--- config.mk ---
export PLATFORM = sky130hd
export DESIGN_NAME = dial_op_sequencer_flat
export DESIGN_NICKNAME = d
export VERILOG_FILES = /design/src/rtl/dial_pkg.sv /design/src/rtl/dial_op_sequencer_if.sv /design/src/rtl/dial_step.sv /design/src/rtl/dial_op_sequencer.sv /design/src/flat_wrapper.sv
export SDC_FILE = /design/constraint.sdc
export NUM_CORES = 1
export LEC_CHECK = 0
export CAP_MARGIN = 10
export CORE_MARGIN = 8
export CORE_UTILIZATION = 50
export CTS_BUF_LIST = sky130_fd_sc_hd__clkbuf_4 sky130_fd_sc_hd__clkbuf_8 sky130_fd_sc_hd__clkbuf_16
export CTS_CLUSTER_SIZE = 40
export DETAILED_ROUTE_END_ITERATION = 10
export PLACE_DENSITY = 0.75
export SLEW_MARGIN = 0
export SYNTH_ARGS = -nofsm -noshare
export SYNTH_HDL_FRONTEND = slang
export SYNTH_SLANG_ARGS = --single-unit
--- constraint.sdc ---
create_clock -name clk -period 6.9 [get_ports clk]
set_input_delay 2.07 -clock clk [delete_from_list [all_inputs] [get_ports clk]]
set_output_delay 2.07 -clock clk [all_outputs]
set_load 0.01 [all_outputs]
--- src/rtl/dial_pkg.sv ---
// Shared constants, record layout and controller state type for the dial sequencer.
package dial_pkg;

    localparam int unsigned DIAL_SIZE = 100;
    localparam int unsigned START_POS = 50;
    localparam int unsigned DIR_BIT   = 10;
    localparam int unsigned AMT_MSB   = 9;

    // Record field widths.
    localparam int unsigned AMT_W  = AMT_MSB + 1;
    localparam int unsigned REC_W  = DIR_BIT + 1;
    localparam int unsigned POS_W  = 7;
    localparam int unsigned PASS_W = 4;

    typedef enum logic [2:0] {
        S_IDLE,
        S_ISSUE,
        S_CAPTURE,
        S_EXEC,
        S_DONE
    } state_t;

endpackage

--- src/rtl/dial_op_sequencer_if.sv ---
// Op memory read port: the sequencer drives enable/address, the memory returns a record.
interface dial_op_sequencer_if #(
    parameter int unsigned ADDR_W = 13
);
    import dial_pkg::*;

    logic              mem_en;
    logic [ADDR_W-1:0] mem_addr;
    logic [REC_W-1:0]  mem_rdata;

    modport master (output mem_en, output mem_addr, input mem_rdata);
    modport slave  (input mem_en, input mem_addr, output mem_rdata);

endinterface

--- src/rtl/dial_step.sv ---
// Combinational single-record dial rotation: new position, zero-click count, landing flag.
module dial_step
    import dial_pkg::*;
(
    input  logic [POS_W-1:0]  pos,
    input  logic              dir,
    input  logic [AMT_W-1:0]  amount,
    output logic [POS_W-1:0]  new_pos,
    output logic [PASS_W-1:0] pass_inc,
    output logic              hit
);

    logic [PASS_W-1:0] q;
    logic [POS_W-1:0]  r;
    logic [POS_W:0]    sum;
    logic              wrap;

    // Full turns each pass zero once; the remainder passes zero at most once more.
    always_comb begin
        q   = PASS_W'(amount / AMT_W'(DIAL_SIZE));
        r   = POS_W'(amount % AMT_W'(DIAL_SIZE));
        sum = {1'b0, pos} + {1'b0, r};
        if (dir) begin
            wrap    = (sum >= (POS_W+1)'(DIAL_SIZE));
            new_pos = wrap ? POS_W'(sum - (POS_W+1)'(DIAL_SIZE)) : sum[POS_W-1:0];
        end else begin
            wrap    = (pos != '0) && (r >= pos);
            new_pos = (pos >= r) ? (pos - r)
                                 : POS_W'({1'b0, pos} + (POS_W+1)'(DIAL_SIZE) - {1'b0, r});
        end
        pass_inc = q + PASS_W'(wrap);
        hit      = (new_pos == '0);
    end

endmodule

--- src/rtl/dial_op_sequencer.sv ---
// Walks the op memory one record at a time, applying each to the dial and
// accumulating landings on zero and all zero clicks.
module dial_op_sequencer
    import dial_pkg::*;
#(
    parameter int unsigned N_MAX  = 4186,
    parameter int unsigned ADDR_W = 13
) (
    input  logic               clk,
    input  logic               rst,
    input  logic               start,
    input  logic [ADDR_W-1:0]  op_count,
    input  logic               hold,
    dial_op_sequencer_if.master mem,
    output logic               busy,
    output logic               finished,
    output logic [POS_W-1:0]   dial_pos,
    output logic [31:0]        zero_hits,
    output logic [31:0]        zero_passes
);

    if ((64'd1 << ADDR_W) < 64'(N_MAX)) begin : g_addr_check
        $error("ADDR_W too narrow for N_MAX records");
    end

    state_t            state;
    logic [ADDR_W-1:0] index;
    logic [ADDR_W-1:0] count_r;
    logic              dir_r;
    logic [AMT_W-1:0]  amt_r;

    logic [POS_W-1:0]  step_pos;
    logic [PASS_W-1:0] step_inc;
    logic              step_hit;

    dial_step u_step (
        .pos      (dial_pos),
        .dir      (dir_r),
        .amount   (amt_r),
        .new_pos  (step_pos),
        .pass_inc (step_inc),
        .hit      (step_hit)
    );

    // Read enable follows the state directly so a hold suppresses the fetch in the same cycle.
    always_comb begin
        mem.mem_en   = (state == S_ISSUE) && !hold;
        mem.mem_addr = index;
    end

    // Run controller and all result registers.
    always_ff @(posedge clk or posedge rst) begin
        if (rst) begin
            state       <= S_IDLE;
            index       <= '0;
            count_r     <= '0;
            dir_r       <= 1'b0;
            amt_r       <= '0;
            busy        <= 1'b0;
            finished    <= 1'b0;
            dial_pos    <= POS_W'(START_POS);
            zero_hits   <= '0;
            zero_passes <= '0;
        end else begin
            case (state)
                S_IDLE: begin
                    if (start) begin
                        zero_hits   <= '0;
                        zero_passes <= '0;
                        index       <= '0;
                        finished    <= 1'b0;
                        dial_pos    <= POS_W'(START_POS);
                        count_r     <= op_count;
                        busy        <= 1'b1;
                        state       <= (op_count == '0) ? S_DONE : S_ISSUE;
                    end
                end
                S_ISSUE: begin
                    if (!hold) state <= S_CAPTURE;
                end
                S_CAPTURE: begin
                    dir_r <= mem.mem_rdata[DIR_BIT];
                    amt_r <= mem.mem_rdata[AMT_MSB:0];
                    state <= S_EXEC;
                end
                S_EXEC: begin
                    dial_pos    <= step_pos;
                    zero_hits   <= zero_hits + 32'(step_hit);
                    zero_passes <= zero_passes + 32'(step_inc);
                    if ((index + ADDR_W'(1)) == count_r) begin
                        state <= S_DONE;
                    end else begin
                        index <= index + ADDR_W'(1);
                        state <= S_ISSUE;
                    end
                end
                S_DONE: begin
                    finished <= 1'b1;
                    busy     <= 1'b0;
                    state    <= S_IDLE;
                end
                default: state <= S_IDLE;
            endcase
        end
    end

endmodule
--- src/flat_wrapper.sv ---
// flat-port wrapper written by rule: the top's interface ports become plain ports
module dial_op_sequencer_flat import dial_pkg::*;
#(
    parameter int unsigned N_MAX  = 4186,
    parameter int unsigned ADDR_W = 13
)
  (clk, rst, start, op_count, hold, busy, finished, dial_pos, zero_hits, zero_passes, mem_mem_en, mem_mem_addr, mem_mem_rdata);
  dial_op_sequencer_if #(.ADDR_W(ADDR_W)) mem_i ();
  input  logic clk;
  input  logic rst;
  input  logic start;
  input  logic [ADDR_W-1:0] op_count;
  input  logic hold;
  output logic busy;
  output logic finished;
  output logic [POS_W-1:0] dial_pos;
  output logic [31:0] zero_hits;
  output logic [31:0] zero_passes;
  output wire logic [$bits(mem_i.mem_en)-1:0] mem_mem_en;
  output wire logic [$bits(mem_i.mem_addr)-1:0] mem_mem_addr;
  input wire logic [$bits(mem_i.mem_rdata)-1:0] mem_mem_rdata;
  assign mem_mem_en = mem_i.mem_en;
  assign mem_mem_addr = mem_i.mem_addr;
  assign mem_i.mem_rdata = mem_mem_rdata;
  dial_op_sequencer #(.N_MAX(N_MAX), .ADDR_W(ADDR_W)) u_core (.clk(clk), .rst(rst), .start(start), .op_count(op_count), .hold(hold), .mem(mem_i), .busy(busy), .finished(finished), .dial_pos(dial_pos), .zero_hits(zero_hits), .zero_passes(zero_passes));
endmodule
* After elaboration in Yosys (flattened, before gate mapping) *
Cells that the tools add are included.
Widths: inputs -> output; s select.

word-level totals
  bits of input ports = 28
  output and inout bits = 87
  word-level logic and storage cells = 67
  flip-flop bits (word level) = 113

operators by class
  reduce and logical (&&, ||, !) cells = 14
  equality and inequality tests = 8
  add/sub/neg operators = 9
  div/mod/pow operators = 2
  $lt $le $gt $ge = 3
  mux-type cells = 21

operators by type and width
  operator               number
  $pmux 32 s2            2
  $add 32x1->32          1
  $add 32x4->32          1
  $mux 32                1
  $mux 7                 4
  $mux 13                2
  $pmux 13 s2            1
  $ge 7x7->1             2
  $pmux 7 s2             1
  $sub 7x7->7            2
  $add 13x1->13 const B  1
  $eq 13x13->1           1
  $logic_not 13->1       1
  $mux 3                 4
  $pmux 3 s4             1
  $div 10x7->10 const B  1
  $mod 10x7->10 const B  1
  $add 7x7->8            1
  $ge 8x7->1 const B     1
  $reduce_and 2->1       4
  $add 7x7->7 const B    1
  $logic_not 7->1        1
  $reduce_bool 7->1      1
  $sub 7x7->7 const B    1
  12 further kinds       20

* Longest topological paths before layout *
Gate-level depths: netlist of the first run.

  depth after elaboration = 8
  gate-level depth with buffers = 33
  gate-level depth less buffers = 31

* Cells and area by module *
A second synthesis of the first run with hierarchy kept.

unflattened totals
  cells, all modules = 870
  area, all modules = 7,694.9 µm²

by module, submodules not included
  module             area each (µm²)  cells each  instances  seq. area each (µm²)
  dial_op_sequencer  5,683.0          603         1          2,831.5
  dial_step          2,011.9          267         1          0.0

* Worst setup path after synthesis of the first run *
No wires, ideal clock.

  path kind = register to register
  start point = register u_core.amt_r[8]
  end point = register u_core.zero_passes[27]
  required time = 6.772 ns
  arrival time = 6.517 ns
  buffers on the path = 1
  stages on the path, launching flop included = 31
  slack = 0.255 ns
  library setup time = 0.128 ns
  cell sequence = dfrtp_1 > buf_4 > o211a_1 > a211oi_2 > a22oi_2 > or4b_1 > o311a_1 > o221a_1 > a21boi_4 > xnor2_1 > ha_1 > inv_1 > o21a_1 > o21a_1 > or2_2 > ha_1 > and3_1 > o311a_1 > mux2i_1 > ha_1 > ha_1 > ha_1 > a21o_1 > a21o_1 > a21oi_1 > nor3_1 > and4_1 > and3_1 > and4_1 > nand4_1 > mux2i_1

on the way
  cells in the longest elaborated chain, start to end = 7

RTL lines
  what                                             line                              text
  start: declaration                               dial_op_sequencer.sv:30           logic [AMT_W-1:0] amt_r;
  start signal: assignment                         dial_op_sequencer.sv:83           amt_r <= mem.mem_rdata[AMT_MSB:0];
  $mod 10x7->10                                    dial_step.sv:21                   r = POS_W'(amount % AMT_W'(DIAL_SIZE));
  $add 7x7->8 or $ge 7x7->1 (tied branches)        dial_step.sv:22, dial_step.sv:27
  $ge 8x7->1 or $logic_and 1x1->1 (tied branches)  dial_step.sv:24, dial_step.sv:27
  $mux 1                                           dial_step.sv:23                   if (dir) begin
  $add 4x1->4 *                                    dial_step.sv:31                   pass_inc = q + PASS_W'(wrap);
  $add 32x4->32 *                                  dial_op_sequencer.sv:89           zero_passes <= zero_passes + 32'(step_inc);
  $pmux 32 s2 *                                    dial_op_sequencer.sv:65           case (state)
  end signal: assignment                           dial_op_sequencer.sv:89
  end: declaration                                 dial_op_sequencer.sv:19           output logic [31:0] zero_passes

Mark *: on every way between the ends. The rest lies on a longest branch, timed or not.
A chain may end at the register's enable or synchronous reset.

* Worst setup path after layout of the first run *
  start point = register u_core.amt_r[9]
  end point = register u_core.zero_passes[27]

Same word-level chain as after synthesis.

==> results.py, run 1 <==
metrics = {
    "outcome": {
        "status": "finished clean",
    },
    "clocking": {
        "cts_hold_buffers": 0,
        "root_buffer": "clkbuf_16",
        "cts_sinks": 113,
        "clk_pin_slew_ps": 50,
        "cts_tree": "done",
        "clk_latency_ps": 420,
        "clk_path_buf_depth": 2,
        "htreeDepth": 4,
        "cts_buffers": 17,
    },
    "yosys": {
        "synth_top_area_cell": "dfrtp_1",
        "seq_area_frac_synth_pct": 37.6,
        "ys_top_cells_by_count": "nand2_1, dfrtp_1, o21ai_0",
        "syn-num-nets": 943,
        "synthArstFlopShare_pct": 100,
        "synth_area_leaders": "dfrtp_1, nand2_1, ha_1",
        "syn_avg_cell_area_um2": 8.64,
        "synthMuxAreaShare_pct": 4.60,
        "yosysWarnings": 0,
        "yosys_register_bits": 113,
        "syn-instance-count": 873,
        "yosysMostFrequentCell": "nand2_1",
        "synth-compound-area-share_pct": 18.7,
        "netlist_area_mm2": 0.00754,
        "synth_cell_types": 74,
        "yosys.area.top_type_share_pct": 36.5,
        "synth_xor_area_share_pct": 3.95,
        "synth_top_family_by_area": "simple AND/OR/NAND/NOR gates",
        "synth_simple_gate_area_share_pct": 23.5,
        "synthAdderAreaFrac_pct": 7.67,
        "ys.flop_type": "dfrtp_1",
        "synth_edf_count": 0,
    },
    "routing": {
        "drt_first_pass_iters": 6,
        "drtIter0Drc": 524,
        "drt_wl_total_um": 21100,
        "wl_per_cell_um": 17.4,
        "postRouteAntennaNets": 0,
        "drc_errors": 0,
        "via_per_inst": 5.89,
        "route.vias.total": 7121,
    },
    "critical_path": {
        "worst-path-buf-inv": 2,
        "startpoint_type": "register",
        "cp_max_fo": 6,
        "cp_slowest_cell": "or4b_1",
        "crit_path_end_kind": "register",
        "cp_top_family": "compound AO/OA/AOI/OAI gates",
        "slowest_delay_ps": 520,
        "cp.required_ps": 7200,
        "critPathKind": "reg2reg",
        "crit_arrival_ps": 6940,
    },
    "timing": {
        "final-setup-viol-count": 0,
        "period_share_pct": 96.3,
        "finalHoldViolCount": 0,
        "slew_headroom_pct": 35.4,
        "whs_ps": 481,
        "max_freq_mhz": 151,
        "fin_crit_ps": 6640,
        "grt_setup_unrepaired": "true",
        "skew_ps": 6.94,
        "maxSlewViolCount": 0,
        "tightestPinTransition_ps": 969,
    },
    "floorplanning": {
        "floorplan.initialDensity_pct": 50.3,
        "die_h_um": 139,
        "die-area_mm2": 0.0193,
        "rows": 45,
        "fp.dieW_um": 139,
        "io_pins": 115,
        "core-area_mm2": 0.0150,
    },
    "final_layout": {
        "drive_above_1_share_pct": 14.6,
        "syn_to_final_growth_pct": 31.5,
        "final_nets": 1079,
        "insertedDiodeCount": 0,
    },
    "global_route": {
        "grt_usage_pct": 21.9,
        "antenna_found_initial": 0,
        "grt_max_degree": 77,
        "grt_first_pass_wirelength_um": 34800,
        "grt_pass1_vias": 6854,
        "grt-ovfl-total": 0,
    },
    "place": {
        "place_congestion": 0.889,
        "hpwl_um": 14900,
        "io_buffers": 114,
    },
    "min_path": {
        "hp-class": "reg2reg",
    },
    "flow_run": {
        "cap_violations": 0,
    },
}
worst register-to-register path, delay by kind of cell, from the launching register on:
family | cells | cell delay (ps)
compound gates | 12 | 2430
xor+xnor | 1 | 200
fa+ha+maj | 4 | 1070
buf+inv | 2 | 290
flops | 1 | 420
mux | 2 | 280
simple gates | 8 | 1830
per-stage QoR:
stage          setup WS [ps]  area, µm²  setup TNS (ps)  utilization [%]  cells
4_1_cts                 3.65       9700               0             64.7   1205
3_3_place_gp            70.3       9070               0             60.5   1173
2_1_floorplan            255       7540               0                -    873
6_report                 256       9910               0             66.2   1210
3_5_place_dp           -50.7       9070            -103             60.5   1173
5_1_grt                -65.9       9910            -206             66.2   1210
cell usage in the layout (no fill, tap or decap), types with 14 or more instances in the layout:
master and count:
xnor2_1 18, buf_4 40, clkbuf_16 17, nand2_1 119, mux2i_1 19, and3_1 16
clkdlybuf4s50_1 114, nor2_1 44, inv_1 38, nand3_1 66, a21oi_1 28, o21ai_0 76
dfrtp_1 106, nand4_1 22, ha_1 29, o211ai_1 14, o31ai_1 20
registers in the layout, summed over array words and instances (netlist names), 3 cells and up:
name                 cells
u_core.state             3
u_core.amt_r            10
u_core.mem.mem_addr     13
u_core.count_r          13
u_core.zero_passes      32
u_core.zero_hits        32
u_core.dial_pos          7
layout make-up:
type                    count  area (µm²)
fillers                  1243        5070
multi-input cells         682        4590
flip-flops and latches    113        2840
repair buffers            156        1480
clock buffers              18         439
well taps                 188         235
clock inverters            14         178
inverters                  39         149
layer usage:
layer / part of all wire [%] / wire length (µm) / track usage [%]
met2: 47 / 9960 / 34.7
met3: 6.8 / 1440 / 7.40
met4: 1.4 / 288 / 6.30
met1: 45 / 9380 / 27.7
met5: 0 / 0 / 0
kinds of logic (layout without fill, tap and decap cells):
group / after synthesis / in the layout
AOI/OAI and AO/OA: 216 / 216
xor gates and xnor gates: 34 / 34
adders and majority gates: 42 / 42
buffers and inverters: 78 / 227
DFF: 113 / 113
muxes: 33 / 33
and+or+nand+nor: 357 / 357
what timing repair did:
action | CTS | global route
setup endpoints to repair | 5 | 38
resized for setup | 3 | 51
pin swaps | 0 | 13
setup buffers | 0 | 5
final timing paths:
kind / slack, ps / depth (start not counted) / endpoint / startpoint
worst max-delay path: 260 / 29 / u_core.zero_passes[27] / u_core.amt_r[9]
worst min-delay path: 480 / 1 / u_core.zero_passes[31] / u_core.zero_passes[31]
worst max register to register: 260 / 29 / u_core.zero_passes[27] / u_core.amt_r[9]
worst min register to register: 480 / 1 / u_core.zero_passes[31] / u_core.zero_passes[31]
max in group asynchronous: 3580 / 3 / u_core.zero_passes[2] / rst
min in group asynchronous: 2250 / 2 / u_core.amt_r[4] / rst
Power of run 1 is not shown: default switching activity piles up to over one toggle a cycle in this logic, so the estimate is an artifact.
==> inputs of run 2 (changes only) <==
GPL_ROUTABILITY_DRIVEN = 0   (was unset)
HOLD_SLACK_MARGIN = 0.12   (was unset)
==> results.py, run 2 (synthesis results as in run 1) <==
metrics = {
    "timing": {
        "period_share_pct": 96.8,
        "fin_crit_ps": 6680,
        "max_freq_mhz": 150,
        "finalSetupTns_ps": 0,
        "final-setup-viol-count": 0,
        "slew_headroom_pct": 33.2,
        "finalHoldViolCount": 0,
        "maxSlewViolCount": 0,
        "skew_ps": 8.09,
        "tightestPinTransition_ps": 1000,
    },
    "final_layout": {
        "largestRegisters": "u_core.zero_hits (32), u_core.zero_passes (32)",
        "syn_to_final_growth_pct": 33.6,
        "drive_above_1_share_pct": 16.0,
        "final_area_mm2": 0.0101,
        "fill_cells": 1168,
        "final_nets": 1088,
        "final_cell_mix": "nand2_1, clkdlybuf4s50_1, dfrtp_1, o21ai_0, nand3_1",
        "layoutNonFillerInstCount": 1219,
        "utilization_pct": 67.3,
        "final_common_cell": "nand2_1",
        "insertedDiodeCount": 0,
    },
    "clocking": {
        "cts_buffers": 17,
        "clk_pin_slew_ps": 50,
        "htreeDepth": 4,
        "cts_sinks": 113,
        "clk_path_buf_depth": 2,
        "cts_hold_buffers": 0,
        "clk_latency_ps": 410,
        "cts_tree": "done",
        "root_buffer": "clkbuf_16",
    },
    "critical_path": {
        "cp-startpoint": "u_core.amt_r[9]",
        "startpoint_type": "register",
        "crit_arrival_ps": 6970,
        "reg2reg_slack_ps": 220,
        "crit_path_end_kind": "register",
        "cp_max_fo": 7,
        "cp_slowest_cell": "or4b_1",
        "ff2ff_path_depth": 31,
        "cp.required_ps": 7190,
        "critPathKind": "reg2reg",
        "slowest_delay_ps": 520,
        "rr_startpoint": "u_core.amt_r[9]",
    },
    "place": {
        "io_buffers": 114,
        "placed_cells": 1168,
        "dpl_cell_area_mm2": 0.00900,
        "hpwl_um": 14800,
    },
    "floorplanning": {
        "core-area_mm2": 0.0150,
        "fp.dieW_um": 139,
        "rows": 45,
        "die_h_um": 139,
        "io_pins": 115,
        "floorplan.initialDensity_pct": 50.3,
        "die-area_mm2": 0.0193,
    },
    "routing": {
        "drtIter0Drc": 624,
        "drc_errors": 0,
        "drt_first_pass_iters": 7,
        "drt_wl_total_um": 21100,
        "postRouteAntennaNets": 0,
        "via_per_inst": 5.94,
        "route.vias.total": 7242,
        "wl_per_cell_um": 17.3,
    },
    "outcome": {
        "status": "finished clean",
    },
    "min_path": {
        "min_path_cells": 1,
        "min-delay-start": "u_core.zero_passes[31]",
        "hp-class": "reg2reg",
    },
    "global_route": {
        "antenna_found_initial": 0,
        "grt_usage_pct": 21.7,
        "grt_max_degree": 73,
        "grt_pass1_vias": 7007,
        "grt-ovfl-total": 0,
        "grt_first_pass_wirelength_um": 34900,
    },
    "flow_run": {
        "cap_violations": 0,
    },
}
run 2: cell count changes in the layout (fill, tap and decap cells not counted), moves of 4 or more:
cell	previous run	this run
o21ai_1	11	7
and3_4	0	4
buf_4	40	47
o21ai_0	76	80
buf_6	0	4
and3_1	16	12
run 2: path summary, 6_finish.rpt:
kind,end
max,u_core.zero_passes[27]
min,u_core.zero_passes[31]
max reg2reg,u_core.zero_passes[27]
min reg2reg,u_core.zero_passes[31]
max in group asynchronous,u_core.amt_r[5]
min in group asynchronous,u_core.amt_r[9]
run 2: cell type report:
cell class / count / area [µm²] / share of cell area (%)
multi-input cells: 682 / 4650 / 46.2
clock buffers: 20 / 454 / 4.51
clock inverters: 12 / 205 / 2.04
flip-flops and latches: 113 / 2840 / 28.2
repair buffers: 165 / 1540 / 15.3
inverters: 39 / 149 / 1.48
well taps: 188 / 235 / 2.34
run 2: repair_timing:
action / CTS / global route
pin swaps: 0 / 28
gates resized for setup: 6 / 61
setup buffers: 0 / 19
endpoints found under the setup margin: 8 / 41
run 2: layer usage:
metal	global-route usage [%]	vias up	wire, µm
li1	-	3463	-
met1	27.6	3513	9280
met2	34.7	234	10000
met3	6.44	32	1410
met4	7.45	0	441
met5	0	-	0
run 2: worst max-delay path, delay by kind of cell, from the launching register on:
kind | cells | cell delay (ps)
AO/OA/AOI/OAI | 11 | 2070
XOR/XNOR | 1 | 180
adder cells (fa/ha/maj) | 5 | 1230
buffers and inverters | 2 | 220
flip-flops | 1 | 420
multiplexers | 2 | 310
AND/OR/NAND/NOR | 10 | 2140
run 2: stage by stage:
step / setup WS [ps] / hold WS, ps
final: 220 / 495
after global routing: -103 / 511
after CTS: 15.5 / 493
after detailed placement: -95.8 / 475
after global placement: 98.9 / 474
after floorplan: 255 / 465
Power of run 2 is left out for the same reason.
==> inputs of run 3 (changes only) <==
CORE_ASPECT_RATIO = 1.5   (was unset)
SLEW_MARGIN = 20   (was 0)
==> results.py, run 3 (synthesis results as in run 1) <==
metrics = {
    "min_path": {
        "hp-class": "reg2reg",
        "min-delay-start": "u_core.zero_hits[31]",
    },
    "final_layout": {
        "drive_above_1_share_pct": 14.5,
        "largestRegisters": "u_core.zero_hits (32), u_core.zero_passes (32)",
        "layoutNonFillerInstCount": 1237,
        "insertedDiodeCount": 0,
        "final_common_cell": "nand2_1",
        "final_area_mm2": 0.00998,
        "final_cell_mix": "nand2_1, clkdlybuf4s50_1, dfrtp_1, o21ai_0, nand3_1",
        "syn_to_final_growth_pct": 32.4,
        "final_nets": 1095,
    },
    "routing": {
        "wl_met3_um": 932,
        "postRouteAntennaNets": 0,
        "via_per_inst": 5.74,
        "m1WireLength_um": 8660,
        "drt_wl_total_um": 21200,
        "drc_errors": 0,
        "route.vias.total": 7102,
        "dr.max_layer_used": "met4",
        "drt_first_pass_iters": 5,
        "wl_per_cell_um": 17.2,
        "drtIter0Drc": 473,
        "route.met2.wl_um": 11100,
    },
    "timing": {
        "maxSlewViolCount": 0,
        "fin_crit_ps": 6580,
        "max_freq_mhz": 152,
        "slew_headroom_pct": 26.4,
        "finalHoldViolCount": 0,
        "final-setup-viol-count": 0,
        "skew_ps": 7.98,
        "tightestPinTransition_ps": 1100,
        "period_share_pct": 95.4,
    },
    "clocking": {
        "clk_pin_slew_ps": 60,
        "root_buffer": "clkbuf_16",
        "cts_sinks": 113,
        "htreeDepth": 4,
        "cts_hold_buffers": 0,
        "clk_path_buf_depth": 2,
        "cts_tree": "done",
        "cts_buffers": 17,
        "clk_latency_ps": 410,
    },
    "critical_path": {
        "rr_startpoint": "u_core.amt_r[9]",
        "crit_arrival_ps": 6870,
        "crit_path_end_kind": "register",
        "cp_slowest_cell": "or4b_1",
        "critPathKind": "reg2reg",
        "cp_max_fo": 15,
        "crit_top_cell": "ha_1",
        "cp-startpoint": "u_core.amt_r[9]",
        "worst-path-buf-inv": 2,
        "cp_top_family": "simple AND/OR/NAND/NOR gates",
        "cp.required_ps": 7180,
        "startpoint_type": "register",
        "slowest_delay_ps": 510,
    },
    "global_route": {
        "grt_max_degree": 62,
        "antenna_found_initial": 0,
        "grt_first_pass_wirelength_um": 34700,
        "grt_pass1_vias": 7094,
        "grt_usage_pct": 22.2,
        "grt-ovfl-total": 0,
    },
    "floorplanning": {
        "core-area_mm2": 0.0149,
        "floorplan.initialDensity_pct": 50.5,
        "die_h_um": 166,
        "rows": 55,
        "die-area_mm2": 0.0193,
        "fp.dieW_um": 116,
        "io_pins": 115,
    },
    "place": {
        "hpwl_um": 15400,
        "placed_cells": 1193,
        "dpl_cell_area_mm2": 0.00914,
        "io_buffers": 114,
    },
    "flow_run": {
        "cap_violations": 0,
    },
    "outcome": {
        "status": "finished clean",
    },
}
## run 3: cell count changes in the layout (fill, tap and decap cells not counted), moves of 3 or more
cell      change
and3_1        +3
buf_4        +10
ha_1          +3
clkinv_2      +3
buf_6         -4
## run 3: final timing paths
| path | depth (start not counted) | slack, ps | end |
|---|---|---|---|
| max | 31 | 320 | u_core.zero_passes[27] |
| min | 1 | 480 | u_core.zero_hits[31] |
| max reg2reg | 31 | 320 | u_core.zero_passes[27] |
| min reg2reg | 1 | 480 | u_core.zero_hits[31] |
| max in group asynchronous | 3 | 3550 | u_core.amt_r[5] |
| min in group asynchronous | 2 | 2160 | u_core.mem.mem_addr[1] |
## run 3: cell type report
cell class | instances | area (µm²)
timing repair buffer | 172 | 1590
tap | 199 | 249
sequential | 113 | 2840
inverter | 39 | 149
fill | 1248 | 4950
clock buffer | 22 | 482
multi-input combinational | 682 | 4540
clock inverter | 10 | 134
## run 3: what timing repair did
action                                  in CTS  in global routing
setup buffers                                0                 12
endpoints found under the setup margin       7                 37
pin swaps                                    0                 16
gates resized for setup                      2                 36
## run 3: metal layers
metal / up-vias / GRT usage [%]
met3: 41 / 4.30
met2: 159 / 39.1
met5: - / 0
met1: 3440 / 25.5
met4: 0 / 8.44
li1: 3462 / -
## run 3: metrics by stage
| step | hold WS (ps) | utilization [%] | setup WS (ps) | setup TNS [ps] |
|---|---|---|---|---|
| 2_1_floorplan | 465 | - | 255 | 0 |
| 3_3_place_gp | 472 | 61.2 | 35.7 | 0 |
| 3_5_place_dp | 481 | 61.2 | -170 | -551 |
| 4_1_cts | 489 | 65.3 | 42.7 | 0 |
| 5_1_grt | 508 | 66.8 | -90.6 | -498 |
| 6_report | 480 | 66.8 | 316 | 0 |
## run 3: worst register-to-register path, delay by kind of cell, from the launching register on
| kind | cells | cell delay, ps |
|---|---|---|
| simple gates | 10 | 2140 |
| compound gates | 11 | 2010 |
| fa+ha+maj | 5 | 1190 |
| flops | 1 | 440 |
| mux | 2 | 310 |
| buf+inv | 2 | 240 |
| xor+xnor | 1 | 180 |
Power of run 3 is left out for the same reason.
